**config.mk**
```make
export PLATFORM = sky130hd
export DESIGN_NAME = rca_multiword_ctrl
export DESIGN_NICKNAME = d
export VERILOG_FILES = /design/src/rtl/rca_multiword_ctrl.sv
export SDC_FILE = /design/constraint.sdc
export NUM_CORES = 1
export LEC_CHECK = 0
export CAP_MARGIN = 10
export CORE_ASPECT_RATIO = 0.6
export CORE_UTILIZATION = 36
export CTS_BUF_LIST = sky130_fd_sc_hd__clkbuf_16
export DETAILED_ROUTE_END_ITERATION = 7
export GPL_ROUTABILITY_DRIVEN = 0
export SYNTH_ARGS = -nofsm -noshare
export SYNTH_HDL_FRONTEND = slang
export SYNTH_SLANG_ARGS = --single-unit
```
**constraint.sdc**
```tcl
create_clock -name clk -period 18 [get_ports clk]
set_clock_uncertainty 0.05 [all_clocks]
set_input_delay 4.5 -clock clk [delete_from_list [all_inputs] [get_ports clk]]
set_output_delay 4.5 -clock clk [all_outputs]
set_load 0.1 [all_outputs]
```
**src/rtl/rca_multiword_ctrl.sv**
```systemverilog
// Wide add/subtract built from one shared 16-bit ripple slice, one word per clock, LSW first.
// Latency: start accepted at edge T, busy for N_WORDS cycles, done pulses in cycle T+N_WORDS+1.
// Backpressure: start is honoured only in IDLE; requests while busy or in DONE are dropped.

module rca_16bit (
    input  logic [15:0] a,
    input  logic [15:0] b,
    input  logic        ci,
    output logic [15:0] s,
    output logic        co
);
    always_comb begin : ripple
        logic cy;
        cy = ci;
        s  = '0;
        for (int i = 0; i < 16; i++) begin
            s[i] = a[i] ^ b[i] ^ cy;
            cy   = (a[i] & b[i]) | (cy & (a[i] ^ b[i]));
        end
        co = cy;
    end
endmodule

module rca_multiword_ctrl #(
    parameter int WORD_W  = 16,
    parameter int N_WORDS = 4,
    parameter int TOTAL_W = WORD_W * N_WORDS
) (
    input  logic               clk,
    input  logic               rst_n,
    input  logic               start,
    input  logic               sub,
    input  logic [TOTAL_W-1:0] a,
    input  logic [TOTAL_W-1:0] b,
    input  logic               c0,
    output logic               busy,
    output logic               done,
    output logic [TOTAL_W-1:0] s,
    output logic               c
);
    localparam int IDX_W = $clog2(N_WORDS);
    localparam logic [IDX_W-1:0] LAST_IDX = IDX_W'(N_WORDS - 1);

    typedef enum logic [1:0] {
        ST_IDLE = 2'd0,
        ST_RUN  = 2'd1,
        ST_DONE = 2'd2
    } state_t;

    state_t state, state_nxt;

    logic [N_WORDS-1:0][WORD_W-1:0] a_q;
    logic [N_WORDS-1:0][WORD_W-1:0] b_q;
    logic [N_WORDS-1:0][WORD_W-1:0] s_q;
    logic [IDX_W-1:0]               idx;
    logic                           sub_q;
    logic                           carry_q;
    logic                           c_q;

    logic [WORD_W-1:0] slice_a;
    logic [WORD_W-1:0] slice_b;
    logic [WORD_W-1:0] slice_s;
    logic              slice_co;

    // Subtraction is a + ~b + 1; the +1 was loaded into carry_q at accept.
    assign slice_a = a_q[idx];
    assign slice_b = sub_q ? ~b_q[idx] : b_q[idx];

    rca_16bit u_slice (
        .a  (slice_a),
        .b  (slice_b),
        .ci (carry_q),
        .s  (slice_s),
        .co (slice_co)
    );

    always_ff @(posedge clk) begin
        if (!rst_n) begin
            state <= ST_IDLE;
        end else begin
            state <= state_nxt;
        end
    end

    always_comb begin
        state_nxt = state;
        case (state)
            ST_IDLE: if (start) state_nxt = ST_RUN;
            ST_RUN:  if (idx == LAST_IDX) state_nxt = ST_DONE;
            ST_DONE: state_nxt = ST_IDLE;
            default: state_nxt = ST_IDLE;
        endcase
    end

    always_ff @(posedge clk) begin
        if (!rst_n) begin
            a_q     <= '0;
            b_q     <= '0;
            s_q     <= '0;
            idx     <= '0;
            sub_q   <= 1'b0;
            carry_q <= 1'b0;
            c_q     <= 1'b0;
        end else begin
            case (state)
                ST_IDLE: begin
                    if (start) begin
                        a_q     <= a;
                        b_q     <= b;
                        sub_q   <= sub;
                        carry_q <= sub | c0;
                        idx     <= '0;
                        s_q     <= '0;
                    end
                end
                ST_RUN: begin
                    s_q[idx] <= slice_s;
                    carry_q  <= slice_co;
                    if (idx == LAST_IDX) begin
                        idx <= '0;
                        c_q <= slice_co;
                    end else begin
                        idx <= idx + 1'b1;
                    end
                end
                default: ;
            endcase
        end
    end

    assign busy = (state == ST_RUN);
    assign done = (state == ST_DONE);
    assign s    = s_q;
    assign c    = c_q;

endmodule

```
==> results.toml, run 1 <==
[setup_path]
cp_top_family = "adder cells"
start_kind = "flop"
end_kind = "flop"
crit_arrival_ps = 8380
cp.required_ps = 18310
worst-path-buf-inv = 4
slowest_delay_ps = 630
cpMaxStageDelayCell = "dfxtp_2"
critPathMaxFanout = 19
crit_path_cell_trace = "buf_4 > mux4_2 > xor2_1 > fa_1 > fa_1 > fa_1 > fa_1 > inv_1 > fa_1 > fa_1 > inv_1 > fa_1 > fa_1 > fa_1 > fa_1 > fa_1 > fa_1 > fa_1 > fa_1 > inv_1 > fa_1 > fa_1 > o2bb2ai_1"
critical_path_class = "reg -> reg"
worst_path_most_repeated_cell = "fa_1"

[global_route]
grt_usage_pct = 20.7
grt_pass1_wl_um = 36500
grt_max_degree = 111
overflow = 0
antenna_found_initial = 0
grt_pass1_vias = 6363

[cts]
h-tree-depth = 4
cts_setup_buffers = 0
ctsHoldBuffers = 0
cts_buffers = 17
cts-root-buf = "clkbuf_16"
cts_resized = 0
cts_tree = "done"
clockBufferDepth = 2
path_clk_slew_ps = 80
cts_sinks = 199
clkLatencyLatePin_ps = 440

[timing]
fmax_mhz = 124
hold_viol_final = 0
rsz0062_at_grt = "no"
drv_slew = 0
fin_crit_ps = 8080
fin_crit_sh_pct = 44.9
finalSetupTns_ps = 0
setup_violations = 0
slew_headroom_pct = 20.9
hold_slack_ps = 402
worst_slew_pin_slew_ps = 1190

[yosys]
ys_top_cells_by_area = "dfxtp_1, nand2_1, mux4_2"
synth_ff_type = "dfxtp_1"
ys_seq_elements = 199
synth_cells = 833
synth_top_family_by_area = "compound AO/OA/AOI/OAI gates"
synth_area_um2 = 8080
synth_top_area_cell = "dfxtp_1"
synthAdderAreaFrac_pct = 4.59
yosysWarnings = 0
synth-edff-count = 0
synth_top_cell_area_share_pct = 49.3
synthArstFlopShare_pct = 0
yosysSeqAreaShare_pct = 49.3
avgSynthCellArea_um2 = 9.69
syn_nets = 986
synth.distinct_cells = 34
synth-simple-area-share_pct = 13.7
synth_mux_area_share_pct = 9.31
synth-compound-area-share_pct = 15.9
synth-xor-area-share_pct = 1.74

[place]
hpwl_um = 16700
placed_area_um2 = 10100
place.port_buffers = 199

[detailed_routing]
drt_pass1_iterations = 5
vias_per_cell = 5.03
routed_wl_um = 23200
drc_errors = 0
drtIter0Drc = 424
vias = 6497
antenna_left = 0
post_drt_wl_per_cell_um = 17.9

[floorplan]
ios = 200
core_area_um2 = 22000
rows = 42
die_w_um = 195
die_h_um = 118
die_area_um2 = 23100
start_util_pct = 36.7

[finish]
drive_above_1_share_pct = 7.75
final_area_um2 = 10700
synthToLayoutAreaGrowth_pct = 32.1
insertedDiodeCount = 0
nets = 1146

[status]
status = "finished, final reports clean"

[min_path]
hold_path.class = "reg -> reg"

[job]
drv_cap = 0

[power]
power_density_nw_per_um2 = 96.2
ir_drop_mv = 0.0667
cellLeakagePower_uw = 0.00394
## where the power goes
part | leakage [uW] | switching (uW) | internal (uW)
Sequential | 0.00163 | 13.3 | 462
Clock | 0.000284 | 182 | 195
Combinational | 0.00203 | 104 | 71.1
## kinds of logic (layout without fill, tap and decap cells)
group,after synthesis,count (layout)
and+or+nand+nor,279,279
AOI/OAI and AO/OA,207,207
DFF,199,199
buffers and inverters,77,250
muxes,35,35
adders and majority gates,20,20
xor gates and xnor gates,16,16
## state kept, by name (all words and copies together), names as in the netlist
register / cells
carry_q: 1
sub_q: 1
state: 2
a_q: 64
b_q: 64
c: 1
idx: 2
s: 64
## layer usage
| metal | up-vias | track usage [%] | routed length, um |
|---|---|---|---|
| li1 | 3172 | - | - |
| met3 | 16 | 6.10 | 1630 |
| met1 | 3105 | 30.9 | 11600 |
| met5 | - | 0 | 0 |
| met2 | 204 | 29.3 | 9710 |
| met4 | 0 | 3.99 | 196 |
## cells in the mapped netlist (3+ instances only)
cell type,number
o21ai_0,4
dfxtp_1,199
and3_1,3
buf_6,11
xor2_1,12
ha_1,4
inv_1,10
buf_2,26
fa_1,16
mux4_2,32
a22o_1,48
xnor2_1,4
a21oi_1,134
nand3_1,6
buf_4,9
o21a_1,4
clkbuf_1,18
nand2_1,260
o2bb2ai_1,14
## area by class of cell
type / count / area, um2
fillers: 2119 / 11400
repair buffers: 206 / 2040
flip-flops and latches: 199 / 3990
multi-input cells: 557 / 3660
clock buffers: 17 / 425
clock inverters: 15 / 141
well taps: 286 / 358
inverters: 12 / 47.5
## worst paths after layout
check / start / end / slack [ps] / cells past startpoint
worst max register to register: idx[1]$_SDFFE_PN0P_ / s[31]$_SDFFE_PN0P_ / 9920 / 23
worst min-delay path: b_q[24]$_SDFFE_PN0P_ / b_q[24]$_SDFFE_PN0P_ / 400 / 2
worst max-delay path: idx[1]$_SDFFE_PN0P_ / s[31]$_SDFFE_PN0P_ / 9920 / 23
worst min register to register: b_q[24]$_SDFFE_PN0P_ / b_q[24]$_SDFFE_PN0P_ / 400 / 2
## through the flow
stage | worst slack [ps] | util (%) | total power [uW] | instances
final | 9920 | 48.4 | 1030 | 1292
after global routing | 9570 | 48.4 | 1070 | 1292
after CTS | 9920 | 48.4 | 1030 | 1292
after detailed placement | 9950 | 45.9 | 661 | 1260
after global placement | 10120 | 45.9 | 659 | 1260
after floorplan | 10550 | - | 592 | 833
## cells in the final DEF, fill, tap and decap left out, drive strengths merged, types with 6 or more instances in the layout
cell type,n
inv,20
nand2,260
buf,7
fa,16
a21oi,134
o2bb2ai,14
mux4,32
nand3,6
clkinv,6
dfxtp,199
clkbuf,17
xor2,12
clkdlybuf4s50,199
a22o,48
## worst reg2reg max path: cells and delay by family (launching register included)
kind	cells	cell delay, ps
muxes	1	360
xor gates and xnor gates	1	170
AOI/OAI and AO/OA	1	160
adders and majority gates	16	6020
DFF	1	630
buffers and inverters	4	600
Power figures use the tool's default switching activity.
==> run 2: changes to the inputs <==
==> constraint.sdc (replaced) <==
create_clock -name clk -period 7.85 [get_ports clk]
set_clock_uncertainty 0.05 [all_clocks]
set_input_delay 1.9625 -clock clk [delete_from_list [all_inputs] [get_ports clk]]
set_output_delay 1.9625 -clock clk [all_outputs]
set_load 0.1 [all_outputs]
==> results.toml, run 2 (synthesis gave the netlist of run 1 again) <==
[status]
status = "finished, final reports clean"

[finish]
final_common_cell = "nand2_1"
nets = 1148
final_area_um2 = 10700
synthToLayoutAreaGrowth_pct = 32.1
n_fill_cell = 2083
insertedDiodeCount = 0
multiInputGateArea_um2 = 3670
drive_above_1_share_pct = 7.94
layout_common_cells = "nand2_1, clkdlybuf4s50_1, dfxtp_1"
seq_area_um2 = 3990

[cts]
cts_buffers = 17
h-tree-depth = 4
cts_sinks = 199
path_clk_slew_ps = 70
ctsHoldBuffers = 0
clkLatencyLatePin_ps = 440
clockBufferDepth = 2
cts_setup_buffers = 0
cts-root-buf = "clkbuf_16"
cts_tree = "done"

[power]
power_density_nw_per_um2 = 218
total_power_uw = 2320
ir_drop_mv = 0.159
cellLeakagePower_uw = 0.00392

[timing]
setup_violations = 0
worst_slew_pin_slew_ps = 1050
hold_slack_ps = 403
fin_crit_sh_pct = 95.5
hold_viol_final = 0
slew_headroom_pct = 30.0
finalSetupTns_ps = 0
fin_ws_ps = 351
fmax_mhz = 133
drv_slew = 0
rsz0062_at_grt = "no"
fin_crit_ps = 7500

[global_route]
grt_usage_pct = 20.6
grt_pass1_wl_um = 36200
grt_max_degree = 104
grt_pass1_vias = 6227
overflow = 0
antenna_found_initial = 0

[setup_path]
cp.required_ps = 8160
ff2ff_path_depth = 22
worst_path_most_repeated_cell = "fa_1"
worst-path-buf-inv = 3
regToRegSetupSlack_ps = 350
critPathMaxFanout = 4
slowest_delay_ps = 520
cp-startpoint = "idx[0]$_SDFFE_PN0P_"
critical_path_class = "reg -> reg"
start_kind = "flop"
crit_arrival_ps = 7810
r2r_end = "s[15]$_SDFFE_PN0P_"
timing.rr.start = "idx[0]$_SDFFE_PN0P_"
cp.depth = 22
cpMaxStageDelayCell = "mux4_2"
crit_path_cell_trace = "mux4_2 > xor2_1 > fa_1 > fa_1 > fa_2 > fa_1 > inv_1 > fa_1 > fa_1 > inv_1 > fa_1 > fa_1 > fa_1 > fa_1 > fa_1 > fa_1 > fa_1 > fa_1 > inv_1 > fa_1 > fa_2 > o2bb2ai_1"
cp_top_family = "adder cells"
end_kind = "flop"
crit_path_end = "s[15]$_SDFFE_PN0P_"

[floorplan]
die_w_um = 195
die_h_um = 118
start_util_pct = 36.7
core_area_um2 = 22000
rows = 42
die_area_um2 = 23100
ios = 200

[detailed_routing]
drt_pass1_iterations = 5
vias_per_cell = 5.04
vias = 6523
post_drt_wl_per_cell_um = 18.0
antenna_left = 0
routed_wl_um = 23300
drtIter0Drc = 447
drc_errors = 0

[place]
place.port_buffers = 199
placed_area_um2 = 10100
pre_cts_slack_ps = 314
hpwl_um = 16800

[job]
drv_cap = 0

[min_path]
hold_path.class = "reg -> reg"
[run 2: cell types whose count changed in the layout (fill, tap and decap cells not counted)]
cell	change
clkinv_4	+1
buf_4	+2
clkinv_1	+2
inv_6	-3
clkinv_2	-3
fa_2	+2
fa_1	-2
clkinvlp_4	+3
inv_8	+1
bufinv_16	-1
[run 2: cell type report]
type                    count  area share (%)
well taps                 286            3.36
clock inverters            15            1.13
repair buffers            208            19.3
clock buffers              17            3.99
inverters                  12           0.446
flip-flops and latches    199            37.4
multi-input cells         557            34.4
[run 2: how the worst min path moves through the flow]
stage	start	endpoint	slack (ps)	depth (start not counted)
floorplan	a_q[32]$_SDFFE_PN0P_	a_q[32]$_SDFFE_PN0P_	380	2
global placement	b_q[24]$_SDFFE_PN0P_	b_q[24]$_SDFFE_PN0P_	390	2
detailed placement	b_q[36]$_SDFFE_PN0P_	b_q[36]$_SDFFE_PN0P_	400	2
CTS	a_q[31]$_SDFFE_PN0P_	a_q[31]$_SDFFE_PN0P_	410	2
global route	b_q[23]$_SDFFE_PN0P_	b_q[23]$_SDFFE_PN0P_	420	2
finish	a_q[10]$_SDFFE_PN0P_	a_q[10]$_SDFFE_PN0P_	400	2
[run 2: power breakdown]
part	switching, uW	leakage [uW]	internal [uW]
clock	415	0.000259	413
sequential	27.9	0.00163	1060
combinational	242	0.00204	165
[run 2: routing by layer]
metal | wire length (um) | global-route usage (%) | part of all wire (%)
met3 | 1380 | 4.38 | 5.9
met5 | 0 | 0 | 0
met2 | 9720 | 28.9 | 42
met1 | 12000 | 31.6 | 52
met4 | 146 | 4.92 | 0.63
[run 2: tightest hold or removal path, stage by stage (launching register included)]
cell,delay (ps)
dfxtp_1,310
nand2_1,50
a21oi_1,50
[run 2: repair_timing]
item	in CTS	in global routing
resized for setup	0	2
setup endpoints to repair	0	3
hold endpoints to repair	0	0
[run 2: through the flow]
step                      instances  util, %
after floorplan                 833        -
after global placement         1262     45.9
after detailed placement       1262     45.9
after CTS                      1294     48.4
after global routing           1294     48.4
final                          1294     48.4
==> run 3: changes to the inputs <==
--- a/config.mk
+++ b/config.mk
@@ -7,10 +7,12 @@
 export LEC_CHECK = 0
 export CAP_MARGIN = 10
 export CORE_ASPECT_RATIO = 0.6
-export CORE_UTILIZATION = 36
+export CORE_UTILIZATION = 49
 export CTS_BUF_LIST = sky130_fd_sc_hd__clkbuf_16
 export DETAILED_ROUTE_END_ITERATION = 7
 export GPL_ROUTABILITY_DRIVEN = 0
+export PLACE_DENSITY = 0.89
+export RECOVER_POWER = 25
 export SYNTH_ARGS = -nofsm -noshare
 export SYNTH_HDL_FRONTEND = slang
 export SYNTH_SLANG_ARGS = --single-unit
==> results.toml, run 3 (synthesis gave the netlist of run 1 again) <==
[detailed_routing]
routed_wl_um = 21900
dr.max_layer_used = "met4"
antenna_left = 0
dr_wl_met3_um = 1780
wl_met1_um = 9770
route.met2.wl_um = 9970
vias = 6773
drt_pass1_iterations = 5
drtIter0Drc = 746
vias_per_cell = 5.60
drc_errors = 0
post_drt_wl_per_cell_um = 18.1

[floorplan]
start_util_pct = 51.4
rows = 35
die_h_um = 101
die_area_um2 = 17000
ios = 200
die_w_um = 168
core_area_um2 = 15700

[global_route]
overflow = 0
grt_pass1_vias = 6518
antenna_found_initial = 1
grt_max_degree = 87
grt_usage_pct = 26.6
grt_pass1_wl_um = 34500

[place]
placed_area_um2 = 9990
hpwl_um = 15700
place.port_buffers = 199

[power]
cellLeakagePower_uw = 0.00405
power_density_nw_per_um2 = 223
ir_drop_mv = 0.145

[min_path]
min_path_cells = 2
hold_path.class = "reg -> reg"
min_to = "b_q[44]$_SDFFE_PN0P_"
worstHoldStart = "b_q[44]$_SDFFE_PN0P_"

[timing]
rsz0062_at_grt = "no"
slew_headroom_pct = -2.77
setup_violations = 0
fin_crit_sh_pct = 95.3
drv_slew = 47
worst_slew_pin_slew_ps = 1540
hold_viol_final = 0
fin_crit_ps = 7480
finalSetupTns_ps = 0
fmax_mhz = 134

[finish]
layout_common_cells = "nand2_1, dfxtp_1, clkdlybuf4s50_1"
nets = 1146
final_area_um2 = 10600
drive_above_1_share_pct = 7.86
n_fill_cell = 1213
seq_area_um2 = 3990
fin_util_pct = 67.3
synthToLayoutAreaGrowth_pct = 31.1
multiInputGateArea_um2 = 3670
final_common_cell = "nand2_1"

[setup_path]
regToRegSetupSlack_ps = 370
cp.required_ps = 8160
ff2ff_path_depth = 22
critical_path_class = "reg -> reg"
crit_arrival_ps = 7790
end_kind = "flop"
start_kind = "flop"
timing.rr.start = "idx[0]$_SDFFE_PN0P_"
critPathMaxFanout = 9
r2r_end = "s[15]$_SDFFE_PN0P_"

[cts]
cts_resized = 0
h-tree-depth = 4
cts-root-buf = "clkbuf_16"
cts_setup_buffers = 0
cts_sinks = 199
clkLatencyLatePin_ps = 430
cts_buffers = 17
path_clk_slew_ps = 70
clockBufferDepth = 2
ctsHoldBuffers = 0
cts_tree = "done"

[status]
status = "complete, but fails checks"
violations = "max-capacitance violations, max-slew violations"

[job]
drv_cap = 1
## run 3: changes by cell type in the layout (fill, tap and decap cells not counted), sizes merged, moves of 2 or more
cell,delta
clkinv,-5
bufinv,+2
clkdlybuf4s50,-39
buf,-2
dlygate4sd3,+39
## run 3: critical path: stages, from the launching register on
cell and delay [ps]:
dfxtp_4 420, mux4_2 530, xor2_1 200, fa_2 390, fa_2 410, fa_2 410, fa_1 420, inv_1 80
fa_1 200, fa_1 190, inv_1 50, fa_1 380, fa_1 420, fa_1 390, fa_1 400, fa_2 390
fa_1 390, fa_1 390, fa_1 370, inv_1 80, fa_1 220, fa_2 480, o2bb2ai_1 150
## run 3: worst max-delay path by stage
stage	start	endpoint	slack [ps]
final	idx[0]$_SDFFE_PN0P_	s[15]$_SDFFE_PN0P_	370
after detailed placement	idx[0]$_SDFFE_PN0P_	s[47]$_SDFFE_PN0P_	80
after global placement	idx[0]$_SDFFE_PN0P_	s[46]$_SDFFE_PN0P_	310
after CTS	idx[0]$_SDFFE_PN0P_	s[47]$_SDFFE_PN0P_	50
after global routing	idx[0]$_SDFFE_PN0P_	s[63]$_SDFFE_PN0P_	30
after floorplan	idx[0]$_SDFFE_PN0P_	s[15]$_SDFFE_PN0P_	400
## run 3: layout make-up
type	count	share of cell area, %
clock buffers	17	4.02
well taps	203	2.40
diodes	1	0.0236
clock inverters	14	1.42
flip-flops and latches	199	37.7
repair buffers	206	19.3
multi-input cells	557	34.7
inverters	12	0.449
## run 3: through the flow
stage	hold WS [ps]	power (uW)	std cells	worst slack (ps)
CTS	403	2360	1208	51.3
global route	420	2440	1208	30.5
global placement	388	1500	1177	307
finish	403	2360	1209	370
floorplan	383	1360	833	395
detailed placement	393	1510	1177	81.6
## run 3: per-layer routing
layer,vias to the layer above,track usage [%]
met3,27,6.64
met2,317,42.8
li1,3168,-
met1,3261,36.0
met5,-,0
met4,0,7.48
## run 3: power by group
part           internal, uW  switching [uW]  total [uW]
Clock                   472             397         869
Combinational           163             240         403
Sequential             1060            28.7        1090
